### config.mk
export PLATFORM = sky130hd
export DESIGN_NAME = dcache_mem_ctrl_flat
export DESIGN_NICKNAME = d
export VERILOG_FILES = /design/src/rtl/dcache_mem_ctrl_if.sv /design/src/rtl/dcache_mem_ctrl.sv /design/src/flat_wrapper.sv
export SDC_FILE = /design/constraint.sdc
export NUM_CORES = 1
export LEC_CHECK = 0
export BUFFER_PORTS_ARGS = -buffer_cell sky130_fd_sc_hd__buf_4
export CAP_MARGIN = 10
export CORE_UTILIZATION = 35
export CTS_BUF_LIST = sky130_fd_sc_hd__clkbuf_4 sky130_fd_sc_hd__clkbuf_8
export DETAILED_ROUTE_END_ITERATION = 8
export PLACE_DENSITY = 0.66
export SETUP_SLACK_MARGIN = 0.4
export SLEW_MARGIN = 20
export SYNTH_ARGS = -nofsm -noshare
export SYNTH_HDL_FRONTEND = slang
export SYNTH_SLANG_ARGS = --single-unit
### constraint.sdc
create_clock -name clkIn -period 6.6 [get_ports clkIn]
set_input_delay 1.32 -clock clkIn [delete_from_list [all_inputs] [get_ports clkIn]]
set_output_delay 1.32 -clock clkIn [all_outputs]
set_load 0.02 [all_outputs]
### src/rtl/dcache_mem_ctrl_if.sv
// Bus bundle between the data cache, the block memory controller and the byte-wide RAM.
// The controller uses the slave view; the cache/RAM side uses the master view.
interface dcache_mem_ctrl_if #(
    parameter int BLOCK_WIDTH = 4,
    parameter int BLOCK_SIZE  = 2**BLOCK_WIDTH
);
    // Cache request side
    logic                      missIn;
    logic [31-BLOCK_WIDTH:0]   missAddrIn;
    logic                      readWriteIn;
    logic [BLOCK_SIZE*8-1:0]   writeBackIn;
    // Cache response side
    logic                      memDataValid;
    logic [31-BLOCK_WIDTH:0]   memAddr;
    logic [BLOCK_SIZE*8-1:0]   memDataOut;
    logic                      acceptWrite;
    // RAM side
    logic [7:0]                ramDataIn;
    logic [7:0]                ramDataOut;
    logic [31:0]               ramAddr;
    logic                      ramWrite;

    modport slave (
        input  missIn, missAddrIn, readWriteIn, writeBackIn, ramDataIn,
        output memDataValid, memAddr, memDataOut, acceptWrite,
               ramDataOut, ramAddr, ramWrite
    );

    modport master (
        output missIn, missAddrIn, readWriteIn, writeBackIn, ramDataIn,
        input  memDataValid, memAddr, memDataOut, acceptWrite,
               ramDataOut, ramAddr, ramWrite
    );
endinterface

### src/rtl/dcache_mem_ctrl.sv
// Data-cache block memory controller: serialises a block fill or write-back into
// one RAM byte per cycle, then answers the cache with a one-cycle response pulse.
module dcache_mem_ctrl #(
    parameter int BLOCK_WIDTH = 4,
    parameter int BLOCK_SIZE  = 2**BLOCK_WIDTH
) (
    input  logic             clkIn,
    input  logic             resetIn,
    dcache_mem_ctrl_if.slave bus
);
    localparam int ADDR_W = 32 - BLOCK_WIDTH;
    localparam int DATA_W = BLOCK_SIZE * 8;
    localparam logic [BLOCK_WIDTH:0] LAST_RD = (BLOCK_WIDTH+1)'(BLOCK_SIZE);
    localparam logic [BLOCK_WIDTH:0] LAST_WR = (BLOCK_WIDTH+1)'(BLOCK_SIZE - 1);

    typedef enum logic [1:0] {IDLE, READ, WRITE, RESP} stateT;

    stateT                  state;
    stateT                  stateNext;
    logic [BLOCK_WIDTH:0]   cnt;
    logic [BLOCK_WIDTH-1:0] byteSel;
    logic [BLOCK_WIDTH-1:0] fillSel;
    logic                   accept;
    logic                   lastRead;

    logic [ADDR_W-1:0]      reqAddr;
    logic                   reqRead;
    logic [DATA_W-1:0]      reqData;
    logic [DATA_W-1:0]      fillBuf;
    logic [DATA_W-1:0]      fillData;

    logic                   memValidC;
    logic                   acceptC;
    logic [ADDR_W-1:0]      memAddrC;
    logic                   ramWriteC;
    logic [31:0]            ramAddrC;
    logic [7:0]             ramDataC;

    assign accept   = (state == IDLE) && bus.missIn;
    assign byteSel  = cnt[BLOCK_WIDTH-1:0];
    // Read data lags its address by one cycle, so it lands in the previous byte slot.
    assign fillSel  = byteSel - BLOCK_WIDTH'(1);
    assign lastRead = (state == READ) && (cnt == LAST_RD);

    // NOTE: sequential state uses non-blocking assignments so every register samples pre-edge values.
    always_ff @(posedge clkIn or posedge resetIn) begin
        if (resetIn) begin
            state    <= IDLE;
            cnt      <= '0;
            fillData <= '0;
        end else begin
            state <= stateNext;
            if (accept) begin
                cnt <= '0;
            end else if (state == READ || state == WRITE) begin
                cnt <= cnt + (BLOCK_WIDTH+1)'(1);
            end
            if (lastRead) begin
                fillData <= {bus.ramDataIn, fillBuf[DATA_W-9:0]};
            end
        end
    end

    // NOTE: request latches and the fill buffer are pure datapath; nothing reads them
    // outside a transaction, so they carry no reset.
    always_ff @(posedge clkIn) begin
        if (accept) begin
            reqAddr <= bus.missAddrIn;
            reqRead <= bus.readWriteIn;
            reqData <= bus.writeBackIn;
        end
        if (state == READ && cnt != '0) begin
            fillBuf[{fillSel, 3'b000} +: 8] <= bus.ramDataIn;
        end
    end

    // NOTE: every output of this block gets a default first, so no path can infer a latch.
    always_comb begin
        stateNext = state;
        memValidC = 1'b0;
        acceptC   = 1'b0;
        memAddrC  = '0;
        ramWriteC = 1'b0;
        ramAddrC  = '0;
        ramDataC  = '0;
        case (state)
            IDLE: begin
                if (bus.missIn) begin
                    stateNext = bus.readWriteIn ? READ : WRITE;
                end
            end
            READ: begin
                if (cnt == LAST_RD) begin
                    stateNext = RESP;
                end else begin
                    ramAddrC = {reqAddr, byteSel};
                end
            end
            WRITE: begin
                ramWriteC = 1'b1;
                ramAddrC  = {reqAddr, byteSel};
                ramDataC  = reqData[{byteSel, 3'b000} +: 8];
                if (cnt == LAST_WR) begin
                    stateNext = RESP;
                end
            end
            RESP: begin
                stateNext = IDLE;
                memAddrC  = reqAddr;
                memValidC = reqRead;
                acceptC   = !reqRead;
            end
            default: stateNext = IDLE;
        endcase
    end

    assign bus.memDataValid = memValidC;
    assign bus.acceptWrite  = acceptC;
    assign bus.memAddr      = memAddrC;
    assign bus.memDataOut   = fillData;
    assign bus.ramWrite     = ramWriteC;
    assign bus.ramAddr      = ramAddrC;
    assign bus.ramDataOut   = ramDataC;
endmodule

### src/flat_wrapper.sv
// flat-port wrapper written by rule: the top's interface ports become plain ports
module dcache_mem_ctrl_flat 
#(
    parameter int BLOCK_WIDTH = 4,
    parameter int BLOCK_SIZE  = 2**BLOCK_WIDTH
)
  (clkIn, resetIn, bus_missIn, bus_missAddrIn, bus_readWriteIn, bus_writeBackIn, bus_ramDataIn, bus_memDataValid, bus_memAddr, bus_memDataOut, bus_acceptWrite, bus_ramDataOut, bus_ramAddr, bus_ramWrite);
  dcache_mem_ctrl_if #(.BLOCK_WIDTH(BLOCK_WIDTH), .BLOCK_SIZE(BLOCK_SIZE)) bus_i ();
  input  logic clkIn;
  input  logic resetIn;
  input wire logic [$bits(bus_i.missIn)-1:0] bus_missIn;
  input wire logic [$bits(bus_i.missAddrIn)-1:0] bus_missAddrIn;
  input wire logic [$bits(bus_i.readWriteIn)-1:0] bus_readWriteIn;
  input wire logic [$bits(bus_i.writeBackIn)-1:0] bus_writeBackIn;
  input wire logic [$bits(bus_i.ramDataIn)-1:0] bus_ramDataIn;
  output wire logic [$bits(bus_i.memDataValid)-1:0] bus_memDataValid;
  output wire logic [$bits(bus_i.memAddr)-1:0] bus_memAddr;
  output wire logic [$bits(bus_i.memDataOut)-1:0] bus_memDataOut;
  output wire logic [$bits(bus_i.acceptWrite)-1:0] bus_acceptWrite;
  output wire logic [$bits(bus_i.ramDataOut)-1:0] bus_ramDataOut;
  output wire logic [$bits(bus_i.ramAddr)-1:0] bus_ramAddr;
  output wire logic [$bits(bus_i.ramWrite)-1:0] bus_ramWrite;
  assign bus_i.missIn = bus_missIn;
  assign bus_i.missAddrIn = bus_missAddrIn;
  assign bus_i.readWriteIn = bus_readWriteIn;
  assign bus_i.writeBackIn = bus_writeBackIn;
  assign bus_i.ramDataIn = bus_ramDataIn;
  assign bus_memDataValid = bus_i.memDataValid;
  assign bus_memAddr = bus_i.memAddr;
  assign bus_memDataOut = bus_i.memDataOut;
  assign bus_acceptWrite = bus_i.acceptWrite;
  assign bus_ramDataOut = bus_i.ramDataOut;
  assign bus_ramAddr = bus_i.ramAddr;
  assign bus_ramWrite = bus_i.ramWrite;
  dcache_mem_ctrl #(.BLOCK_WIDTH(BLOCK_WIDTH), .BLOCK_SIZE(BLOCK_SIZE)) u_core (.clkIn(clkIn), .resetIn(resetIn), .bus(bus_i));
endmodule
---- Word-level counts from Yosys, hierarchy flattened ----
Index checks and enable logic that the tools add are counted.
W data, S select, Z words.
word-level totals
  bits in registers ....................... 420
  output and inout bits ................... 199
  word-level logic and storage cells ...... 45
operators by class
  multiplexer cells ....................... 15
  reduce and logical (&&, ||, !) cells .... 9
  add/subtract/negate cells ............... 3
  equality and inequality tests ........... 8
  shifts and indexed selects .............. 3
operators with widths
  kind                       number
  $bwmux W128                1
  $shift A8 B9 Y128 const A  1
  $shiftx A128 B8 Y8         1
  $shiftx A8 B9 Y128         1
  $pmux W32 S2               1
  $mux W32                   1
  $mux W28                   1
  $mux W5                    2
  $neg A7 Y9                 1
  $mux W2                    4
  $mux W8                    1
  $pmux W2 S4                1
  $ne A2 B2 Y1 const B       3
  $add A5 B1 Y5 const B      1
  $eq A5 B4 Y1 const B       1
  $eq A5 B5 Y1 const B       1
  $reduce_bool A5 Y1         1
  $eq A2 B2 Y1 const B       2
  $sub A4 B1 Y4 const B      1
  $logic_and A1 B1 Y1        3
  $mux W1                    3
  $reduce_and A3 Y1          1
  $eq A2 B1 Y1 const B       1
  $logic_not A2 Y1           1
  3 further kinds            3

---- Longest topological paths before layout ----
  depth in word-level cells ............... 4
  depth in mapped cells ................... 10
  depth with buffers taken out ............ 6

---- Least setup slack after synthesis ----
Ideal clock, no wire load.
  kind .................................... input-to-reg
  start point ............................. input port bus_missIn
  end point ............................... register u_core.reqAddr[0] (enable)
  stages .................................. 2
  slack ................................... 215 ps
  buffers on the path ..................... 1
  data arrival time ....................... 5805 ps
  library setup time ...................... 580 ps
  cells stage by stage .................... and2_1 -> clkbuf_1
on the way
  cells in the longest elaborated chain, start to end .. 1
ends and longest elaborated chain
  element                 line                   text
  start: declaration      flat_wrapper.sv:11     input wire logic [$bits(bus_i.missIn)-1:0] bus_missIn;
  $logic_and A1 B1 Y1     dcache_mem_ctrl.sv:39  assign accept = (state == IDLE) && bus.missIn;
  net u_core.accept       dcache_mem_ctrl.sv:23  logic accept;
  end signal: assignment  dcache_mem_ctrl.sv:68  reqAddr <= bus.missAddrIn;
  end: declaration        dcache_mem_ctrl.sv:26  logic [ADDR_W-1:0] reqAddr;
The timed path passes the listed nets, and every way through them passes these cells.
A chain may end at the register's enable or synchronous reset.

---- Final worst setup path ----
  start point ............................. register u_core.cnt[2]
  end point ............................... output port bus_ramAddr[14]
on the way
  cells in the longest elaborated chain, start to end .. 3
ends and longest elaborated chain
  element                   line                   text
  start: declaration        dcache_mem_ctrl.sv:20  logic [BLOCK_WIDTH:0] cnt;
  start signal: assignment  dcache_mem_ctrl.sv:56  cnt <= cnt + (BLOCK_WIDTH+1)'(1);
  $eq A5 B5 Y1              dcache_mem_ctrl.sv:93  if (cnt == LAST_RD) begin
  $mux W32                  dcache_mem_ctrl.sv:93
  $pmux W32 S2              dcache_mem_ctrl.sv:86  case (state)
  end: declaration          flat_wrapper.sv:21     output wire logic [$bits(bus_i.ramAddr)-1:0] bus_ramAddr;
Every way passes these cells.

==> impl_metrics.tcl <==
set metrics [dict create \
    max_slew_margin 0.260 \
    final_antenna_net_count 0 \
    synth_ff_type "edfxtp_1" \
    fin_skew_ps 19.7 \
    cap_violations 0 \
    syn_area_per_cell_um2 16.0 \
    hold_start "u_core.fillBuf[92]$_DFFE_PP_" \
    syn-cell-area_um2 16400 \
    ys_seq_area_frac 0.713 \
    final_max_slew_viol_count 0 \
    hold_viol_final 0 \
    final_common_cell "buf_4" \
    crit_start "u_core.cnt[2]$_DFFE_PP0P_" \
    dp_hpwl_um 29400 \
    syn_inst 1022 \
    end_kind "primary output" \
    final.period_utilization 0.695 \
    max_freq_mhz 218 \
    min_path_type "flop to flop" \
    pin_count 367 \
    worst_slew_pin_slew_ps 1100 \
    yosys_warnings 0 \
    drive_gt1_frac 0.451 \
    io_buffers 366 \
    powerDensity_nw_per_um2 489 \
    synthArstFlopShare 0.328 \
    multi_input_area_um2 4400 \
    synth_nets 1202 \
    grt_pass1_wl_um 62700 \
    fp.coreArea_um2 45800 \
    fp.dieH_um 218 \
    finalSetupViolations 0 \
    core.rowCount 78 \
    drt-total-wl_um 42200 \
    cts_sinks 412 \
    cts_tree "built" \
    area_growth_pct 30.0 \
    reg2reg_depth 6 \
    grt_pass1_vias 10500 \
    place_congestion 0.813 \
    whs_path_depth 1 \
    total_power_w 0.0104 \
    grt_use_total 0.177 \
    seq_area_um2 11700 \
    fillers 3996 \
    worst-path-max-fanout 37 \
    cts_setup_buffers 0 \
    rrSetupSlack_ps 3230 \
    synth.distinct_cells 54 \
    startpoint_type "flop" \
    setup_tns_ps 0 \
    rsz0062_at_grt "no" \
    start_util 0.358 \
    clk_pin_slew_ps 60 \
    final_area_um2 21300 \
    cts_buffer_depth 3 \
    routed_via_density 4.85 \
    layout.nets 1604 \
    drt-pass1-iter-count 6 \
    status "completed" \
    initialDrtViolationCount 776 \
    antenna_found_initial 1 \
    layout_common_cells "buf_4 (384), edfxtp_1 (277), dfrtp_1 (133)" \
    hold_end "u_core.bus.memDataOut[92]$_DFFE_PP0P_" \
    placed_area_um2 19800 \
    diodes 0 \
    r2r-end "u_core.fillBuf[93]$_DFFE_PP_" \
    remaining_drc_errors 0 \
    synth_edf_count 277 \
    cp.required_ps 5280 \
    ir_drop_v 0.000266 \
    r2r_start "u_core.cnt[0]$_DFFE_PP0P_" \
    cts_hold_buf 0 \
    vias 10100 \
    power.leakage_nw 8.85 \
    holdWs_ps 469 \
    grt_max_degree 90 \
    numCtsBuffers 71 \
    wl_per_cell_um 20.3 \
    dieArea_um2 47700 \
    synth-seq-cells 412 \
    ctsHtreeMaxLevel 3 \
    criticalPathCategory "flop to primary output" \
    insertion_delay_ps 630 \
    gr-total-overflow 0 \
    period_minus_slack_ps 4590 \
    dieWidth_um 218 \
    clockRootBuffer "clkbuf_8" \
    arrival_ps 3270 \
    cts_resized 0 \
]
-- sequential cells by signal, summed over array words and instances (netlist names) --
| signal | flops |
|---|---|
| u_core.fillBuf | 120 |
| u_core.cnt | 5 |
| u_core.reqAddr | 28 |
| u_core.bus.memDataOut | 128 |
| u_core.reqData | 128 |
| u_core.state | 2 |
| u_core.reqRead | 1 |
-- logic make-up after synthesis --
logic type               after synthesis  synth area share
AND/OR/NAND/NOR                      296            0.0961
XOR/XNOR                              12           0.00824
multiplexers                         178             0.132
adder cells (fa/ha/maj)               12           0.00916
flip-flops                           412             0.713
buffers and inverters                 67            0.0193
AO/OA/AOI/OAI                         45            0.0217
-- layer usage --
layer | track usage | wire (um) | vias up
li1 | - | - | 4597
met1 | 0.212 | 16900 | 4983
met2 | 0.297 | 20900 | 434
met3 | 0.0533 | 3410 | 73
met4 | 0.0702 | 1030 | 0
met5 | 0 | 0 | -
-- metrics by stage --
stage | utilization | setup slack (ps) | cells
global placement | 0.432 | 2750 | 1951
CTS | 0.465 | 1960 | 2080
global route | 0.466 | 1780 | 2080
floorplan | - | 1670 | 1022
finish | 0.466 | 2010 | 2080
detailed placement | 0.432 | 2680 | 1951
-- synthesized netlist by cell type, drive strengths merged, types with 5 or more instances --
cell type  instances  area (um^2)
a221oi             6         52.6
a22oi             10         75.1
and2              78          488
and3              37          231
buf               36          200
clkbuf            20         75.1
dfrtp            135         3380
edfxtp           277         8320
ha                12          150
inv                9         33.8
mux2             128         1440
mux2i             32          320
mux4              18          405
nand2             40          150
nand3             12         60.1
nor2              58          220
nor2b              5         31.3
nor3              42          210
nor4               6         37.5
o21ai             10         50.1
xnor2              9         86.3
-- power breakdown --
group          switching, W  total (W)  internal, W
logic               0.00250    0.00417      0.00167
registers          0.000359    0.00381      0.00345
clock network       0.00105    0.00244      0.00139
total               0.00391     0.0104      0.00651
-- how the worst max path moves through the flow --
stage | cells past startpoint | to
floorplan | 1 | u_core.bus.memDataOut[0]$_DFFE_PP0P_
global route | 5 | bus_ramAddr[8]
finish | 5 | bus_ramAddr[14]
global placement | 5 | bus_ramAddr[0]
detailed placement | 5 | bus_ramAddr[14]
CTS | 5 | bus_ramAddr[14]
-- cell type report --
cell class | instances | share of cell area
clock buffers | 95 | 0.0564
clock inverters | 34 | 0.0145
inverters | 11 | 0.00217
multi-input cells | 543 | 0.206
flip-flops and latches | 412 | 0.549
well taps | 600 | 0.0352
repair buffers | 385 | 0.136
-- worst max-delay path, cell delays in order, from the launching register on --
cell	delay, ps
dfrtp_2	930
nor2_1	170
a31oi_1	440
o21a_1	710
and2_1	240
buf_4	140
(Power assumes the default switching activity.)
